`src/rtl/lm96570_cfg_seq_if.sv`:
```
// Bus bundle between the host / serial writer and the LM96570 config sequencer.
// The slave modport is the sequencer's view; the master modport is the
// view of whoever drives host writes and the serial-writer handshake.
interface lm96570_cfg_seq_if #(
  parameter int DEPTH = 16
) ();
  // Host write side
  logic                    wr_en;
  logic [4:0]              wr_addr;
  logic [63:0]             wr_data;
  logic                    wr_err;
  logic                    full;
  logic [$clog2(DEPTH):0]  level;
  logic                    fire_req;
  // Serial writer side
  logic                    cfg_valid;
  logic [4:0]              cfg_addr;
  logic [63:0]             cfg_data;
  logic [6:0]              cfg_len;
  logic                    cfg_ready;
  logic                    cfg_done;
  logic                    busy;
  logic                    tx_en_req;

  modport slave (
    input  wr_en, wr_addr, wr_data, fire_req, cfg_ready, cfg_done,
    output wr_err, full, level, cfg_valid, cfg_addr, cfg_data, cfg_len,
           busy, tx_en_req
  );

  modport master (
    output wr_en, wr_addr, wr_data, fire_req, cfg_ready, cfg_done,
    input  wr_err, full, level, cfg_valid, cfg_addr, cfg_data, cfg_len,
           busy, tx_en_req
  );
endinterface

```
`src/rtl/lm96570_cfg_seq.sv`:
```
// LM96570 configuration write sequencer.
// Queues host register writes, tags each with its serial frame length and
// hands them one at a time to the serial writer; a latched fire request is
// serviced only once the queue has fully drained.
module lm96570_cfg_seq #(
  parameter int DEPTH = 16
) (
  input  logic                clk,
  input  logic                reset,
  lm96570_cfg_seq_if.slave    bus
);

  localparam int AW = $clog2(DEPTH);
  localparam int LW = AW + 1;
  localparam int EW = 5 + 64 + 7;

  // ST_LOAD is the cycle the popped head settles in the output registers,
  // so cfg_valid rises one cycle after the pop.
  typedef enum logic [2:0] {
    ST_IDLE      = 3'd0,
    ST_LOAD      = 3'd1,
    ST_PRESENT   = 3'd2,
    ST_WAIT_DONE = 3'd3,
    ST_FIRE      = 3'd4
  } state_t;

  // Serial data length per register address; 0 marks an invalid address.
  function automatic logic [6:0] frame_len(input logic [4:0] addr);
    logic [6:0] len;
    if (addr <= 5'h07) begin
      len = 7'd22;
    end else if (addr <= 5'h19) begin
      len = 7'd64;
    end else if (addr == 5'h1A) begin
      len = 7'd14;
    end else begin
      len = 7'd0;
    end
    return len;
  endfunction

  state_t          state_r;
  state_t          next_state_s;
  logic [EW-1:0]   mem [DEPTH];
  logic [AW-1:0]   wr_ptr_r;
  logic [AW-1:0]   rd_ptr_r;
  logic [LW-1:0]   level_r;
  logic [LW-1:0]   level_next_s;
  logic            full_r;
  logic            wr_err_r;
  logic            fire_pend_r;
  logic            cfg_valid_r;
  logic [4:0]      cfg_addr_r;
  logic [63:0]     cfg_data_r;
  logic [6:0]      cfg_len_r;
  logic            busy_r;
  logic            tx_en_req_r;
  logic [6:0]      len_s;
  logic            push_s;
  logic            reject_s;
  logic            pop_s;
  logic            fire_clr_s;

  // Decode the incoming write and decide accept/reject from pre-edge fullness.
  always_comb begin
    len_s    = frame_len(bus.wr_addr);
    push_s   = bus.wr_en & ~full_r & (len_s != 7'd0);
    reject_s = bus.wr_en & ~push_s;
  end

  // Sequencer next state, head pop and fire-pending clear.
  always_comb begin
    next_state_s = state_r;
    pop_s        = 1'b0;
    fire_clr_s   = 1'b0;
    case (state_r)
      ST_IDLE: begin
        if (level_r != LW'(0)) begin
          pop_s        = 1'b1;
          next_state_s = ST_LOAD;
        end else if (fire_pend_r) begin
          next_state_s = ST_FIRE;
        end else begin
          next_state_s = ST_IDLE;
        end
      end
      ST_LOAD: begin
        next_state_s = ST_PRESENT;
      end
      ST_PRESENT: begin
        if (bus.cfg_ready) begin
          next_state_s = ST_WAIT_DONE;
        end else begin
          next_state_s = ST_PRESENT;
        end
      end
      ST_WAIT_DONE: begin
        if (bus.cfg_done) begin
          next_state_s = ST_IDLE;
        end else begin
          next_state_s = ST_WAIT_DONE;
        end
      end
      ST_FIRE: begin
        fire_clr_s   = 1'b1;
        next_state_s = ST_IDLE;
      end
      default: begin
        next_state_s = ST_IDLE;
      end
    endcase
  end

  // Occupancy after this edge's push/pop; a pop only happens when non-empty.
  always_comb begin
    if (push_s && !pop_s) begin
      level_next_s = level_r + LW'(1);
    end else if (!push_s && pop_s) begin
      level_next_s = level_r - LW'(1);
    end else begin
      level_next_s = level_r;
    end
  end

  // FIFO storage: {addr, data, len} written at the tail.
  always_ff @(posedge clk) begin
    if (push_s) begin
      mem[wr_ptr_r] <= {bus.wr_addr, bus.wr_data, len_s};
    end
  end

  // State, pointers, flags and registered outputs.
  always_ff @(posedge clk) begin
    if (reset) begin
      state_r     <= ST_IDLE;
      wr_ptr_r    <= AW'(0);
      rd_ptr_r    <= AW'(0);
      level_r     <= LW'(0);
      full_r      <= 1'b0;
      wr_err_r    <= 1'b0;
      fire_pend_r <= 1'b0;
      cfg_valid_r <= 1'b0;
      cfg_addr_r  <= 5'd0;
      cfg_data_r  <= 64'd0;
      cfg_len_r   <= 7'd0;
      busy_r      <= 1'b0;
      tx_en_req_r <= 1'b0;
    end else begin
      state_r  <= next_state_s;
      level_r  <= level_next_s;
      full_r   <= (level_next_s == LW'(DEPTH));
      wr_err_r <= reject_s;
      if (push_s) begin
        wr_ptr_r <= wr_ptr_r + AW'(1);
      end
      if (pop_s) begin
        rd_ptr_r <= rd_ptr_r + AW'(1);
        {cfg_addr_r, cfg_data_r, cfg_len_r} <= mem[rd_ptr_r];
      end
      // Requests arriving while already pending (or while firing) merge.
      if (fire_clr_s) begin
        fire_pend_r <= 1'b0;
      end else if (bus.fire_req) begin
        fire_pend_r <= 1'b1;
      end
      cfg_valid_r <= (next_state_s == ST_PRESENT);
      tx_en_req_r <= (next_state_s == ST_FIRE);
      busy_r      <= (level_next_s != LW'(0)) ||
                     (next_state_s == ST_LOAD) ||
                     (next_state_s == ST_PRESENT) ||
                     (next_state_s == ST_WAIT_DONE);
    end
  end

  assign bus.wr_err    = wr_err_r;
  assign bus.full      = full_r;
  assign bus.level     = level_r;
  assign bus.cfg_valid = cfg_valid_r;
  assign bus.cfg_addr  = cfg_addr_r;
  assign bus.cfg_data  = cfg_data_r;
  assign bus.cfg_len   = cfg_len_r;
  assign bus.busy      = busy_r;
  assign bus.tx_en_req = tx_en_req_r;

endmodule
```
`src/flat_wrapper.sv`:
```
// flat-port wrapper written by rule: the top's interface ports become plain ports
module lm96570_cfg_seq_flat 
#(
  parameter int DEPTH = 16
)
  (clk, reset, bus_wr_en, bus_wr_addr, bus_wr_data, bus_fire_req, bus_cfg_ready, bus_cfg_done, bus_wr_err, bus_full, bus_level, bus_cfg_valid, bus_cfg_addr, bus_cfg_data, bus_cfg_len, bus_busy, bus_tx_en_req);
  lm96570_cfg_seq_if #(.DEPTH(DEPTH)) bus_i ();
  input  logic clk;
  input  logic reset;
  input wire logic [$bits(bus_i.wr_en)-1:0] bus_wr_en;
  input wire logic [$bits(bus_i.wr_addr)-1:0] bus_wr_addr;
  input wire logic [$bits(bus_i.wr_data)-1:0] bus_wr_data;
  input wire logic [$bits(bus_i.fire_req)-1:0] bus_fire_req;
  input wire logic [$bits(bus_i.cfg_ready)-1:0] bus_cfg_ready;
  input wire logic [$bits(bus_i.cfg_done)-1:0] bus_cfg_done;
  output wire logic [$bits(bus_i.wr_err)-1:0] bus_wr_err;
  output wire logic [$bits(bus_i.full)-1:0] bus_full;
  output wire logic [$bits(bus_i.level)-1:0] bus_level;
  output wire logic [$bits(bus_i.cfg_valid)-1:0] bus_cfg_valid;
  output wire logic [$bits(bus_i.cfg_addr)-1:0] bus_cfg_addr;
  output wire logic [$bits(bus_i.cfg_data)-1:0] bus_cfg_data;
  output wire logic [$bits(bus_i.cfg_len)-1:0] bus_cfg_len;
  output wire logic [$bits(bus_i.busy)-1:0] bus_busy;
  output wire logic [$bits(bus_i.tx_en_req)-1:0] bus_tx_en_req;
  assign bus_i.wr_en = bus_wr_en;
  assign bus_i.wr_addr = bus_wr_addr;
  assign bus_i.wr_data = bus_wr_data;
  assign bus_i.fire_req = bus_fire_req;
  assign bus_i.cfg_ready = bus_cfg_ready;
  assign bus_i.cfg_done = bus_cfg_done;
  assign bus_wr_err = bus_i.wr_err;
  assign bus_full = bus_i.full;
  assign bus_level = bus_i.level;
  assign bus_cfg_valid = bus_i.cfg_valid;
  assign bus_cfg_addr = bus_i.cfg_addr;
  assign bus_cfg_data = bus_i.cfg_data;
  assign bus_cfg_len = bus_i.cfg_len;
  assign bus_busy = bus_i.busy;
  assign bus_tx_en_req = bus_i.tx_en_req;
  lm96570_cfg_seq #(.DEPTH(DEPTH)) u_core (.clk(clk), .reset(reset), .bus(bus_i));
endmodule
```
`config.mk`:
```
export PLATFORM = sky130hd
export DESIGN_NAME = lm96570_cfg_seq_flat
export DESIGN_NICKNAME = d
export VERILOG_FILES = /design/src/rtl/lm96570_cfg_seq_if.sv /design/src/rtl/lm96570_cfg_seq.sv /design/src/flat_wrapper.sv
export SDC_FILE = /design/constraint.sdc
export NUM_CORES = 1
export LEC_CHECK = 0
export ABC_AREA = 1
export CAP_MARGIN = 20
export CORE_MARGIN = 8
export CORE_UTILIZATION = 30
export DETAILED_ROUTE_END_ITERATION = 8
export DONT_BUFFER_PORTS = 1
export HOLD_SLACK_MARGIN = 0.06
export SKIP_LAST_GASP = 1
export SYNTH_ARGS = -nofsm -noshare
export SYNTH_HDL_FRONTEND = slang
export SYNTH_SLANG_ARGS = --single-unit
```
`constraint.sdc`:
```
create_clock -name clk -period 15 [get_ports clk]
set_input_delay 3 -clock clk [delete_from_list [all_inputs] [get_ports clk]]
set_output_delay 3 -clock clk [all_outputs]
set_load 0.01 [all_outputs]
```
* Word-level counts from Yosys, hierarchy flattened
Memory sizes are Yosys's and may differ from the RTL's. A register that Yosys moved wholly into a read port is not among the register bits.
Cells that the tools add are included.
** Storage, ports and cells
- Register bits after elaboration :: 22
- Input port bits :: 75
- Memories kept :: 1
- RAM bits :: 1216
- Output and inout port bits :: 86
** Operators by class
- Reductions and logical operators :: 12
- Order comparisons :: 2
- Multiplexer cells :: 15
- Bitwise gates (word level) :: 5
- Add/subtract/negate cells :: 4
- Equality and inequality tests :: 10
** Memory list
- u_core.mem :: words 16, bits a word 76, rd ports 1, clocked after memory_dff 1, write ports 1, line lm96570_cfg_seq.sv:44 : logic [EW-1:0] mem [DEPTH];
** Operator list (number)
- 7-bit two-way mux :: 2
- 3-bit by 2-bit equality test with 1-bit output (second input constant) :: 4
- 3-bit one-hot mux with 4 select lines :: 1
- 5-bit equality test (second input constant) :: 2
- 5-bit two-way mux :: 2
- 5-bit nonzero test :: 2
- 4-bit by 1-bit adder with 4-bit output (second input constant) :: 2
- 7-bit nonzero test :: 1
- 3-bit by 1-bit equality test with 1-bit output (second input constant) :: 2
- 3-bit equality test (second input constant) :: 2
- 1-bit two-way mux :: 6
- 3-bit two-way mux :: 2
- 5-bit by 1-bit adder with 5-bit output (second input constant) :: 1
- 5-bit by 3-bit <= comparator with 1-bit output (second input constant) :: 1
- 5-bit <= comparator (second input constant) :: 1
- 5-bit by 1-bit subtractor with 5-bit output (second input constant) :: 1
- 4-bit two-way mux :: 1
- 1-bit AND :: 3
- 3-bit zero test :: 1
- 1-bit logical OR :: 3
- 1-bit logical AND :: 2
- 1-bit zero test :: 2
- 2-bit two-way mux :: 1
- 1-bit inverter :: 2
- 2-bit OR reduction :: 1

* Logic depth before layout (Yosys ltp)
- Depth in word-level cells :: 14
- Mapped depth :: 14
- Depth with buffers taken out :: 14

* Least setup slack after synthesis
OpenSTA, ideal clock, no wires.
- Path kind :: input -> register
- From :: input bus_wr_en
- To :: memory u_core.mem[11][10] in the netlist's numbering (enable)
- Buffers on the path :: 0
- Stages :: 6
- Setup slack :: 7814 ps
- Arrival time :: 6681 ps
- Setup time :: 505 ps
- Cell sequence :: inv_1 nor2_1 nand2_4 inv_2 nand2_1 nor2_1
** Between the ends
- Cells in the longest elaborated chain, start to end :: 4
** RTL lines
- from (decl) :: line flat_wrapper.sv:10 : input wire logic [$bits(bus_i.wr_en)-1:0] bus_wr_en;
- 1-bit AND (2 in series) :: line lm96570_cfg_seq.sv:67 : push_s = bus.wr_en & ~full_r & (len_s != 7'd0);
- 1-bit two-way mux :: line lm96570_cfg_seq.sv:127 : if (push_s) begin
- 1-bit two-way mux (not written as such) :: line lm96570_cfg_seq.sv:128 : mem[wr_ptr_r] <= {bus.wr_addr, bus.wr_data, len_s};
- to (decl) :: line lm96570_cfg_seq.sv:44
No other way between the ends.

* Worst setup path in the final report
- From :: input bus_wr_addr[1]
- To :: memory u_core.mem[6][61] in the netlist's numbering (enable)
** Between the ends
- Cells in the longest elaborated chain, start to end :: 8
** RTL lines
- from (decl) :: line flat_wrapper.sv:11 : input wire logic [$bits(bus_i.wr_addr)-1:0] bus_wr_addr;
- parallel branches: the longest is 3 deep, another holds 5-bit <= comparator
- 7-bit two-way mux * :: line lm96570_cfg_seq.sv:30 : if (addr <= 5'h07) begin
- 7-bit nonzero test * :: line lm96570_cfg_seq.sv:67
- 1-bit AND * :: line lm96570_cfg_seq.sv:67
- 1-bit two-way mux * :: line lm96570_cfg_seq.sv:127
- 1-bit two-way mux (not written as such) * :: line lm96570_cfg_seq.sv:128
Mark *: on every way between the ends.

==> results.md <==
- Ys Warns: 0
- VDD IR max: 0.150 mV
- Fill count: 15846
- Num CTS Buffers: 121
- Root buffer cell: clkbuf_16
- Achievable Freq: 184 MHz
- Netlist cell types: 36
- FF-to-FF path depth: 8
- Setup violations, final: 0
- Leakage power: about 17 nW
- Seq/Total Area, Yosys: 74.5%
- DP Area: 0.0514 sq mm
- Num Clock Sinks: 1263
- Fin nets: 3792
- Grt total ovfl: 0
- Post-CTS Hold Buffers: 0
- PortBufs: 0
- Pre-antenna DRT Iters: 6
- Rows: 149
- Main synth FF type: edfxtp_1
- Avg Vias per Cell: 4.94
- Clock latency on the worst-skew pair: 0.74 ns
- Worst hold path type: flip-flop to flip-flop
- Flip-flop and latch count after synthesis: 1263
- Vias in the first global route: 28970
- Status: finished clean
- Fin worst setup slack: ~9.6 ns
- Crit path arrival time: 5.78 ns
- Ys async rst share: 0%
- Design Area, Final: ~0.055 sq mm
- Clk slew on worst S/H paths: 0.07 ns
- Via count: 29682
- Wire per inst: 21.1 um
- Routed Antenna Nets: 0
- Share of cells above drive strength 1: 6.78%
- Final core utilization: between 30% and 40%
- Cells after Synth: approximately 3800
- Post-CTS Setup Inserts: 0
- Critical Path RT: 15.35 ns
- Fraction of the cycle the final worst path needs: between 30% and 40%
- Core Box Area: approximately 0.16 sq mm
- Least-Margin Pin Slew: 1.14 ns
- Pwr dens: 162 mW/mm^2
- Deepest clock path buffer count: 3
- CTS tree: yes
- Worst hold stages: 2
- Largest net degree at the start of global routing: between 200 and 250
- Post-Syn Area per Cell: about 13 sq um
- Max-slew headroom: 23.9%
- Final TNS setup: 0 ns
- Initial Util: around 30%
- Critical Path Fanout Max: 50
- First-pass GRT wire length: 189000 um
- Die area: between 0.15 and 0.2 sq mm
- Crit path kind: input port to flip-flop
- Post-synth EDFFs: 1168
- Chip height: 423 um
- Final wirelength: 127000 um
- Initial DRC Count: 2641
- Post-synthesis cell area: 0.0496 sq mm
- DRC: 0
- Pre-CTS setup slack: 8.71 ns
- RD Place Congestion: 0.726
- I/O pin total: 161
- All-layer global routing usage: 13.6%
- CP Launch Type: input port
- Total power: around 9 mW
- Skew final: between 0.05 and 0.06 ns
- Area growth from synthesis to layout: 11.7%
- Cts repair resizes: 0
- Final Max Tran Viols: 0
- CTS H-tree depth: 3
- Hpwl dp: 66600 um
- RSZ-0062 raised after global routing: false
- Hold Violations, Final: 0
- Die W: about 420 um
- Tmin final: 5.43 ns
- Initial antenna violation count: 9
- # Max-Cap Violations: 0
- Crit end category: flip-flop
==> placed cells by master (no fill, tap or decap), types with 2 or more instances in the layout <==
cell type,instances
bufinv_16,5
clkinv_8,2
dfxtp_1,91
diode_2,5
clkinv_1,20
nand2_4,3
o211ai_1,364
edfxtp_1,1168
nand3_1,232
clkbuf_1,37
inv_6,5
inv_4,2
clkinv_2,15
xor2_1,2
nand2_1,44
clkbuf_16,129
clkinv_16,3
nor3_1,6
a21oi_1,9
nand4_1,2
o21ai_1,121
buf_12,3
inv_2,5
nor2_1,891
inv_1,88
conb_1,2
nor2_2,5
buf_4,39
nor2_4,16
clkinvlp_4,2
o21ai_0,470
dfxtp_4,4
ha_1,7
clkbuf_8,14
==> critical path, cell delays in order <==
cell and delay [ns]:
nor2_1 0.09, nor2_1 0.06, nand2_1 0.19, nand2_4 0.15, inv_2 0.21, nand2_1 0.27
nor2_4 0.84, buf_4 0.88
==> synthesized netlist by cell type (11+ instances only) <==
library cell  instances  area, sq um
buf_1                11         41.3
buf_2                99          495
buf_4                15          113
buf_6                30          338
clkbuf_1             62          233
clkbuf_2             51          255
dfxtp_1              95         1900
edfxtp_1           1168        35100
inv_1                90          338
nand2_1              44          165
nand3_1             232         1160
nor2_1              907         3400
o211ai_1            364         2730
o21ai_0             470         2350
o21ai_1             121          606
==> sequential cells by signal (all words and copies together), names as in the netlist <==
name                  cells
u_core.state_r            3
u_core.rd_ptr_r           4
u_core.bus.wr_err         1
u_core.bus.cfg_valid      1
u_core.bus.level          5
u_core.mem             1168
u_core.fire_pend_r        1
u_core.bus.cfg_len        4
u_core.bus.cfg_data      64
u_core.bus.full           1
u_core.bus.tx_en_req      1
u_core.bus.cfg_addr       5
u_core.bus.busy           1
u_core.wr_ptr_r           4
==> through the flow <==
step / instances / hold WS (ns)
after floorplan: 3814 / 0.442
after global placement: 5775 / 0.461
after detailed placement: 5775 / 0.474
after CTS: 6006 / 0.472
after global routing: 6007 / 0.495
final: 6012 / 0.469
==> layout make-up <==
cell class                 count  area (sq um)  area share, %
clock inverter                51           463          0.835
clock buffer                 180          3560           6.42
sequential                  1263         37000           66.7
multi-input combinational   2183         10900           19.6
timing repair buffer          43           380          0.686
antenna                        5          12.5         0.0226
inverter                      98           409          0.738
tap                         2189          2740           4.94
==> power breakdown <==
group | total, mW | internal [mW] | switching [mW] | leakage [nW]
logic | 1.79 | 0.515 | 1.28 | 4.12
registers | 4.12 | 3.97 | 0.155 | 11.4
clock network | 3.06 | 1.73 | 1.33 | 1.96
==> logic make-up (layout without fill, tap and decap cells) <==
logic type	Yosys count	after routing	synth area share (%)
AO/OA/AOI/OAI	968	968	11.6
XOR/XNOR	2	2	0.0353
adder cells (fa/ha/maj)	7	7	0.177
buffers and inverters	368	372	3.80
flip-flops	1263	1263	74.5
other	1	7	0.00756
AND/OR/NAND/NOR	1204	1204	9.83
==> path summary, 6_finish.rpt <==
kind	to	slack, ns	startpoint
max	u_core.mem[6][61]	9.57	bus_wr_addr[1]
min	u_core.state_r[2]	0.47	u_core.fire_pend_r
max reg2reg	u_core.bus.cfg_data[58]	11.17	u_core.rd_ptr_r[0]
min reg2reg	u_core.state_r[2]	0.47	u_core.fire_pend_r
==> routing by layer <==
metal | global-route usage (%) | wire length [um] | vias up
li1 | - | - | 13825
met1 | 17.9 | 54100 | 14846
met2 | 22.1 | 60100 | 839
met3 | 3.18 | 9040 | 172
met4 | 4.52 | 3570 | 0
met5 | 0 | 0 | -
(Power assumes the default switching activity.)
